## config.mk

```make
export PLATFORM = sky130hd
export DESIGN_NAME = cmp_error_monitor
export DESIGN_NICKNAME = d
export VERILOG_FILES = /design/src/rtl/cmp_pkg.sv /design/src/rtl/cmp_vec_gen.sv /design/src/rtl/cmp_error_monitor.sv
export SDC_FILE = /design/constraint.sdc
export NUM_CORES = 1
export LEC_CHECK = 0
export CELL_PAD_IN_SITES_DETAIL_PLACEMENT = 1
export CELL_PAD_IN_SITES_GLOBAL_PLACEMENT = 2
export CORE_UTILIZATION = 29
export DETAILED_ROUTE_END_ITERATION = 8
export PLACE_DENSITY_LB_ADDON = 0.15
export RECOVER_POWER = 25
export SKIP_CTS_REPAIR_TIMING = 1
export SLEW_MARGIN = 20
export SYNTH_ARGS = -nofsm -noshare
export SYNTH_HDL_FRONTEND = slang
export SYNTH_SLANG_ARGS = --single-unit
```

## constraint.sdc

```tcl
create_clock -name clk -period 2.52 [get_ports clk]
set_clock_uncertainty 0.15 [all_clocks]
set_input_delay 0.504 -clock clk [delete_from_list [all_inputs] [get_ports clk]]
set_output_delay 0.504 -clock clk [all_outputs]
set_load 0.02 [all_outputs]
```

## src/rtl/cmp_pkg.sv

```systemverilog
// Shared types and constants for the comparator error monitor.
// Holds the controller state encoding, the LFSR tap mask and the operand width default.
package cmp_pkg;

   typedef enum logic [1:0] {StIdle, StRun, StDrain, StDone} cmp_state_e;

   localparam logic [31:0] LfsrMask     = 32'h8020_0003;
   localparam int unsigned WidthDefault = 16;

   // One right-shifting Galois step for x^32+x^22+x^2+x+1.
   function automatic logic [31:0] lfsr_step(input logic [31:0] v);
      return (v >> 1) ^ (v[0] ? LfsrMask : 32'h0);
   endfunction

endpackage

```

## src/rtl/cmp_vec_gen.sv

```systemverilog
// 32-bit test vector generator: Galois LFSR or incrementing sweep.
// The mode is captured on load; the value register itself feeds the operand outputs.
module cmp_vec_gen
   import cmp_pkg::*;
(
   input  logic        clk,
   input  logic        rst_n,
   input  logic        load,
   input  logic        advance,
   input  logic        mode,
   input  logic [31:0] seed,
   output logic [31:0] value
);

   logic        mode_q;
   logic [31:0] value_q, value_d;

   always_comb begin
      value_d = value_q;
      if (load) begin
         // The all-zero state locks up the LFSR, so it is replaced by 1.
         value_d = (!mode && seed == 32'h0) ? 32'h1 : seed;
      end else if (advance) begin
         value_d = mode_q ? value_q + 32'd1 : lfsr_step(value_q);
      end
   end

   always_ff @(posedge clk or negedge rst_n) begin
      if (!rst_n) begin
         mode_q  <= 1'b0;
         value_q <= 32'h0;
      end else begin
         value_q <= value_d;
         if (load) mode_q <= mode;
      end
   end

   assign value = value_q;

endmodule

```

## src/rtl/cmp_error_monitor.sv

```systemverilog
// Drives vectors into an external comparator and counts flag mismatches against an exact
// reference compare whose result is delayed RESP_LAT cycles to line up with the responses.
module cmp_error_monitor
   import cmp_pkg::*;
#(
   parameter int unsigned RESP_LAT = 1,
   parameter int unsigned WIDTH    = WidthDefault
) (
   input  logic             clk,
   input  logic             rst_n,
   input  logic             start,
   input  logic             vec_mode,
   input  logic [31:0]      seed,
   input  logic [15:0]      num_vec,
   output logic [WIDTH-1:0] op_a,
   output logic [WIDTH-1:0] op_b,
   output logic             op_valid,
   input  logic             dut_eq,
   input  logic             dut_gt,
   input  logic             dut_lt,
   output logic             busy,
   output logic             done,
   output logic [15:0]      err_count,
   output logic [WIDTH-1:0] first_err_a,
   output logic [WIDTH-1:0] first_err_b,
   output logic             first_err_valid
);

   cmp_state_e  state_q, state_d;
   logic [16:0] vec_left_q, vec_left_d;
   logic [2:0]  drain_q, drain_d;
   logic        gen_load, gen_adv, accept;
   logic [31:0] gen_value;

   cmp_vec_gen u_vec_gen (
      .clk     (clk),
      .rst_n   (rst_n),
      .load    (gen_load),
      .advance (gen_adv),
      .mode    (vec_mode),
      .seed    (seed),
      .value   (gen_value)
   );

   assign accept = (state_q == StIdle) && start;

   always_comb begin
      state_d    = state_q;
      vec_left_d = vec_left_q;
      drain_d    = drain_q;
      gen_load   = 1'b0;
      gen_adv    = 1'b0;
      unique case (state_q)
         StIdle: begin
            if (start) begin
               state_d    = StRun;
               gen_load   = 1'b1;
               vec_left_d = (num_vec == 16'h0) ? 17'h1_0000 : {1'b0, num_vec};
            end
         end
         StRun: begin
            // The last vector is not followed by an advance so the operands hold it.
            if (vec_left_q == 17'd1) begin
               state_d = StDrain;
               drain_d = 3'd0;
            end else begin
               vec_left_d = vec_left_q - 17'd1;
               gen_adv    = 1'b1;
            end
         end
         StDrain: begin
            if (drain_q == 3'(RESP_LAT - 1)) state_d = StDone;
            else drain_d = drain_q + 3'd1;
         end
         StDone:  state_d = StIdle;
         default: state_d = StIdle;
      endcase
   end

   always_ff @(posedge clk or negedge rst_n) begin
      if (!rst_n) begin
         state_q    <= StIdle;
         vec_left_q <= 17'h0;
         drain_q    <= 3'h0;
      end else begin
         state_q    <= state_d;
         vec_left_q <= vec_left_d;
         drain_q    <= drain_d;
      end
   end

   assign op_a     = gen_value[2*WIDTH-1:WIDTH];
   assign op_b     = gen_value[WIDTH-1:0];
   assign op_valid = (state_q == StRun);
   assign busy     = (state_q == StRun) || (state_q == StDrain);
   assign done     = (state_q == StDone);

   // Reference flags travel alongside their operands until the response arrives.
   logic [2:0]       exp_flags;
   logic [RESP_LAT-1:0] pipe_valid_q;
   logic [2:0]       pipe_flags_q [RESP_LAT];
   logic [WIDTH-1:0] pipe_a_q     [RESP_LAT];
   logic [WIDTH-1:0] pipe_b_q     [RESP_LAT];

   assign exp_flags = {op_a == op_b, op_a > op_b, op_a < op_b};

   always_ff @(posedge clk or negedge rst_n) begin
      if (!rst_n) begin
         pipe_valid_q <= '0;
         for (int i = 0; i < int'(RESP_LAT); i++) begin
            pipe_flags_q[i] <= 3'h0;
            pipe_a_q[i]     <= '0;
            pipe_b_q[i]     <= '0;
         end
      end else begin
         pipe_valid_q[0] <= op_valid;
         pipe_flags_q[0] <= exp_flags;
         pipe_a_q[0]     <= op_a;
         pipe_b_q[0]     <= op_b;
         for (int i = 1; i < int'(RESP_LAT); i++) begin
            pipe_valid_q[i] <= pipe_valid_q[i-1];
            pipe_flags_q[i] <= pipe_flags_q[i-1];
            pipe_a_q[i]     <= pipe_a_q[i-1];
            pipe_b_q[i]     <= pipe_b_q[i-1];
         end
      end
   end

   logic mismatch;
   assign mismatch = pipe_valid_q[RESP_LAT-1] &&
                     ({dut_eq, dut_gt, dut_lt} != pipe_flags_q[RESP_LAT-1]);

   always_ff @(posedge clk or negedge rst_n) begin
      if (!rst_n) begin
         err_count       <= 16'h0;
         first_err_a     <= '0;
         first_err_b     <= '0;
         first_err_valid <= 1'b0;
      end else if (accept) begin
         err_count       <= 16'h0;
         first_err_a     <= '0;
         first_err_b     <= '0;
         first_err_valid <= 1'b0;
      end else if (mismatch) begin
         if (err_count != 16'hFFFF) err_count <= err_count + 16'd1;
         if (!first_err_valid) begin
            first_err_a     <= pipe_a_q[RESP_LAT-1];
            first_err_b     <= pipe_b_q[RESP_LAT-1];
            first_err_valid <= 1'b1;
         end
      end
   end

endmodule

```

# [Word-level counts from Yosys, hierarchy flattened]
# Index checks and enable logic that the tools add are counted.
# Widths: inputs -> output; s select.
[classes] addsub=4 muxes=31 n_eq_ne=13 n_reduce_logical=19 magnitude_cmp=2 bitwise_logic=1
[op_table] operator="$mux 32" count=5
[op_table] operator="$mux 16" count=9
[op_table] operator="$mux 17" count=3
[op_table] operator="$pmux 17 s2" count=1
[op_table] operator="$add 32x1->32 const B" count=1
[op_table] operator="$logic_not 32->1" count=1
[op_table] operator="$xor 31x32->32" count=1
[op_table] operator="$eq 17x1->1 const B" count=1
[op_table] operator="$sub 17x1->17 const B" count=1
[op_table] operator="$add 16x1->16 const B" count=1
[op_table] operator="$eq 16x16->1" count=1
[op_table] operator="$gt 16x16->1" count=1
[op_table] operator="$logic_not 16->1" count=1
[op_table] operator="$lt 16x16->1" count=1
[op_table] operator="$ne 16x16->1 const B" count=1
[op_table] operator="$reduce_bool 2->1" count=5
[op_table] operator="$reduce_and 3->1" count=3
[op_table] operator="$ne 2x2->1 const B" count=4
[op_table] operator="$pmux 2 s4" count=1
[op_table] operator="$mux 1" count=6
[op_table] operator="$mux 2" count=3
[op_table] operator="$mux 3" count=2
[op_table] operator="$pmux 3 s2" count=1
[op_table] operator="$eq 2x2->1 const B" count=2
[op_table] operator="10 further kinds" count=14
[word_totals] reg_bits=140 inputBits=55 word_cells=83

# [Longest topological paths before layout]
[depth] depth_word=5 ltp_mapped=10 depth_no_buf=8

# [Modules after synthesis]
# A second synthesis with hierarchy kept.
[unflattened] hier_cells=833 area_unflattened_um2=7516.0
[modules_own_cells] module="cmp_error_monitor" cells_each=510 instances=1 seq_area_each_um2=2677.6 area_each_um2=4981.0
[modules_own_cells] module="cmp_vec_gen" cells_each=323 instances=1 seq_area_each_um2=825.8 area_each_um2=2534.9

# [Worst setup path before layout]
# Ideal clock, no wire load.
[synth_timing] path_type="reg2reg" start="reg vec_left_q[9]" end="reg state_q[1]" arrival_time_ps=2162 path_slack_ps=81 period_less_slack_ps=2439 stages_incl_launch_ff=7 n_path_buf=0 cell_sequence="dfrtp_1 > or4_4 > or4_4 > o21ai_2 > o21ai_1 > nor2_1 > mux2_1"
[synth_between] elab_chain_cells=3
[synth_lines] element="start, declared" line="cmp_error_monitor.sv:30" text="logic [16:0] vec_left_q, vec_left_d;"
[synth_lines] element="start signal, assigned" line="cmp_error_monitor.sv:87" text="vec_left_q <= vec_left_d;"
[synth_lines] element="$eq 17x1->1" line="cmp_error_monitor.sv:63" text="if (vec_left_q == 17'd1) begin"
[synth_lines] element="$ne 2x1->1 (no source line)"
[synth_lines] element="$reduce_and 3->1 (no source line)"
[synth_lines] element="end signal, assigned" line="cmp_error_monitor.sv:82" text="state_q <= StIdle;"
[synth_lines] element="end signal, assigned" line="cmp_error_monitor.sv:86" text="state_q <= state_d;"
[synth_lines] element="end, declared" line="cmp_error_monitor.sv:29" text="cmp_state_e state_q, state_d;"
# Every way passes these cells.
# A chain may end at the register's enable or synchronous reset.

# [Worst setup path after layout]
[layout_timing] start="reg vec_left_q[9]" end="reg u_vec_gen.value_q[8] (netlist: u_vec_gen.value[8])"
[layout_between] elab_chain_cells=4
[layout_lines] element="$eq 17x1->1" line="cmp_error_monitor.sv:63"
[layout_lines] element="$mux 1" line="cmp_error_monitor.sv:63"
[layout_lines] element="$mux 1" line="cmp_error_monitor.sv:53" text="unique case (state_q)"
[layout_lines] element="$reduce_bool 2->1 (no source line)"
[layout_lines] element="end signal, assigned" line="cmp_vec_gen.sv:33" text="value_q <= value_d;"
[layout_lines] element="end, declared" line="cmp_vec_gen.sv:16" text="logic [31:0] value_q, value_d;"
# Every way passes these cells.

==> qor.yml <==
status:
  status: "finished with violations"
  violations: "negative setup slack"
power_and_ir_drop:
  p_clk_share_pct: 18.9
  p_seq_share_pct: 28.9
  cellLeakagePower_nw: 4.34
  vdd_drop_max_uv: 437
  pwr_density_cell_nw_per_um2: 1330
  pwr-share-comb_pct: 52.2
  p_sw_w: 0.00593
  p_sw_share_pct: 43.5
  intPower_w: 0.00770
timing:
  setup_slack_ns: -0.00225
  setup_viol: 2
  rsz0062_at_grt: "yes"
  fmax_mhz: 396
  fin_crit_sh_pct: 100
  worstMarginPinSlew_ns: 0.949
  relSlewSlack_pct: 36.7
  setup_tns_ns: -0.00239
  finalHoldViolCount: 0
  slew_violations: 0
  period_needed_ns: 2.52
placement:
  port_buffers: 138
  place_inst: 1266
  hpwl_mm: 19.1
  gp_congestion: 0.828
clock_network:
  cts_tree: "yes"
  path_clk_slew_ns: 0.07
  clock_path_buffers: 2
  clkSinkCount: 140
  clk_latency_ns: 0.44
  numCtsBuffers: 17
  cts_max_level: 4
  cts-root-buf: "clkbuf_16"
layout:
  layout.cells.most_common: "dfrtp_1"
  antennaDiodeCount: 0
  fin_nets: 1051
  areaGrowthSynthToFinish_pct: 42.6
  stdcell_count: 1306
  layout-drive-gt1-share_pct: 14.7
  mostFrequentLayoutCells: "dfrtp_1, clkdlybuf4s50_1, nor2_1, buf_4, a21oi_1"
  fillerInstances: 2757
floorplan:
  die_area_um2: 25500
  coreArea_um2: 24300
  start_util_pct: 29.6
  die_y_um: 160
  std_cell_rows: 57
  fp.dieW_um: 160
  num_io_pins: 139
synthesis:
  synthTopCellsByArea: "dfrtp_1, ha_1, a21oi_1"
  synth_seq_cells: 140
  synth_ff_type: "dfrtp_1"
  synth_edf_count: 0
  synth.distinct_cells: 62
  yosysTopAreaCellShare_pct: 48.7
  syn_inst: 754
  ys_seq_area_share_pct: 48.7
  syn_area_um2: 7200
  syn_nets: 836
  synthArstFlopShare_pct: 100
  post-synth-top-area-cell: "dfrtp_1"
  yosys_warnings: 0
  avgSynthCellArea_um2: 9.54
drt:
  drc: 0
  initialDrtViolationCount: 324
  routed_wirelength_mm: 26.0
  met1Wirelength_mm: 12.2
  top_layer_used: "met4"
  via_count: 6869
  antenna_left: 0
  route.met2.wl_mm: 12.4
  dr_wl_met3_mm: 1.05
  vias_per_cell: 5.26
  dr.pass1.iters: 5
  wl_per_cell_um: 19.9
grt:
  antenna_found_initial: 0
  grt.overflow.total: 0
  grt_usage_pct: 21.2
  grt_max_degree: 66
  grt_pass1_wl_mm: 41.9
  grt_pass1_vias: 7246
setup_path:
  reg2reg_from: "vec_left_q[9]"
  path_class: "flip-flop to flip-flop"
  cp-startpoint: "vec_left_q[9]"
  endpoint_kind: "flip-flop"
  worstPathRequired_ns: 2.69
  crit_arrival_ns: 2.69
  rrSetupSlack_ns: -0.002
  crit_fanout: 9
  start_kind: "flip-flop"
job:
  max_cap_viol_count: 0
min_path:
  hold_start: "pipe_b_q[4]"
  hold_class: "flip-flop to flip-flop"
sequential cells by signal (all words and copies together), names as in the netlist:
signal / cells
pipe_flags_q: 3
first_err_a: 16
vec_left_q: 17
first_err_b: 16
err_count: 16
drain_q: 3
pipe_a_q: 16
first_err_valid: 1
u_vec_gen.value: 32
state_q: 2
pipe_valid_q: 1
u_vec_gen.mode_q: 1
pipe_b_q: 16
per-stage QoR:
stage	setup slack [ns]	area, µm²	utilization, %	hold WS (ns)	power (W)
after floorplan	0.0808	7200	-	0.0584	0.00770
after CTS	-0.0548	10200	41.9	-0.289	0.0137
final	-0.00225	10300	42.2	0.308	0.0136
after detailed placement	-0.385	9600	39.5	0.182	0.0110
after global placement	-0.456	9600	39.5	0.181	0.0108
after global routing	-0.0794	10300	42.2	0.332	0.0146
power by group through the flow:
stage	Sequential (W)	Clock (W)	Combinational, W
2_1_floorplan	0.00447	0	0.00324
3_3_place_gp	0.00391	0	0.00684
3_5_place_dp	0.00397	0	0.00705
4_1_cts	0.00394	0.00264	0.00708
5_1_grt	0.00406	0.00273	0.00778
6_report	0.00393	0.00257	0.00712
layer usage:
metal	vias to the layer above	global-route usage, %
met2	149	34.4
met4	0	5.55
met1	3495	29.2
met5	-	0
met3	25	3.72
li1	3200	-
final timing paths:
path                            depth (start not counted)            endpoint
max in group asynchronous                               3         pipe_a_q[2]
worst min-delay path                                    1      first_err_b[4]
worst max-delay path                                    8  u_vec_gen.value[8]
min in group asynchronous                               2       err_count[12]
worst min register to register                          1      first_err_b[4]
worst max register to register                          8  u_vec_gen.value[8]
Yosys cell counts (all sizes together) (3+ instances only):
library cell,number
dfrtp,140
nor2,71
a21oi,67
o21ai,57
nand2,49
a22o,35
inv,33
clkbuf,32
ha,27
nor3,25
nand3,24
nor4,22
xnor2,18
xor2,15
a211oi,14
nand4,12
and3,11
a31oi,10
buf,9
o22ai,7
or3,7
or4,6
a21o,5
and4,4
o22a,4
or2,4
a221oi,3
a22oi,3
a2bb2oi,3
a32oi,3
nand2b,3
o221ai,3
kinds of logic (layout without fill, tap and decap cells):
group,Yosys count,after routing,share of synthesized area (%)
AOI/OAI and AO/OA,230,230,20.7
xor gates and xnor gates,33,33,4.02
adders and majority gates,27,27,4.69
buffers and inverters,74,302,4.22
DFF,140,140,48.7
muxes,3,3,0.435
and+or+nand+nor,247,247,17.3
critical path, cell delays in order (launching register included):
cell and delay, ns:
dfrtp_1 0.39, or4_4 0.55, or4_4 0.47, o21ai_4 0.22, buf_6 0.15, clkbuf_16 0.16
buf_6 0.10, o21ai_2 0.05, o22a_1 0.16
final cells by class:
cell class	count	area, µm²	share of cell area (%)
inverter	33	124	1.21
sequential	140	3500	34.1
clock inverter	14	150	1.46
clock buffer	18	439	4.28
timing repair buffer	237	2150	21.0
multi-input combinational	540	3490	34.0
tap	324	405	3.95
(Power assumes the default switching activity.)
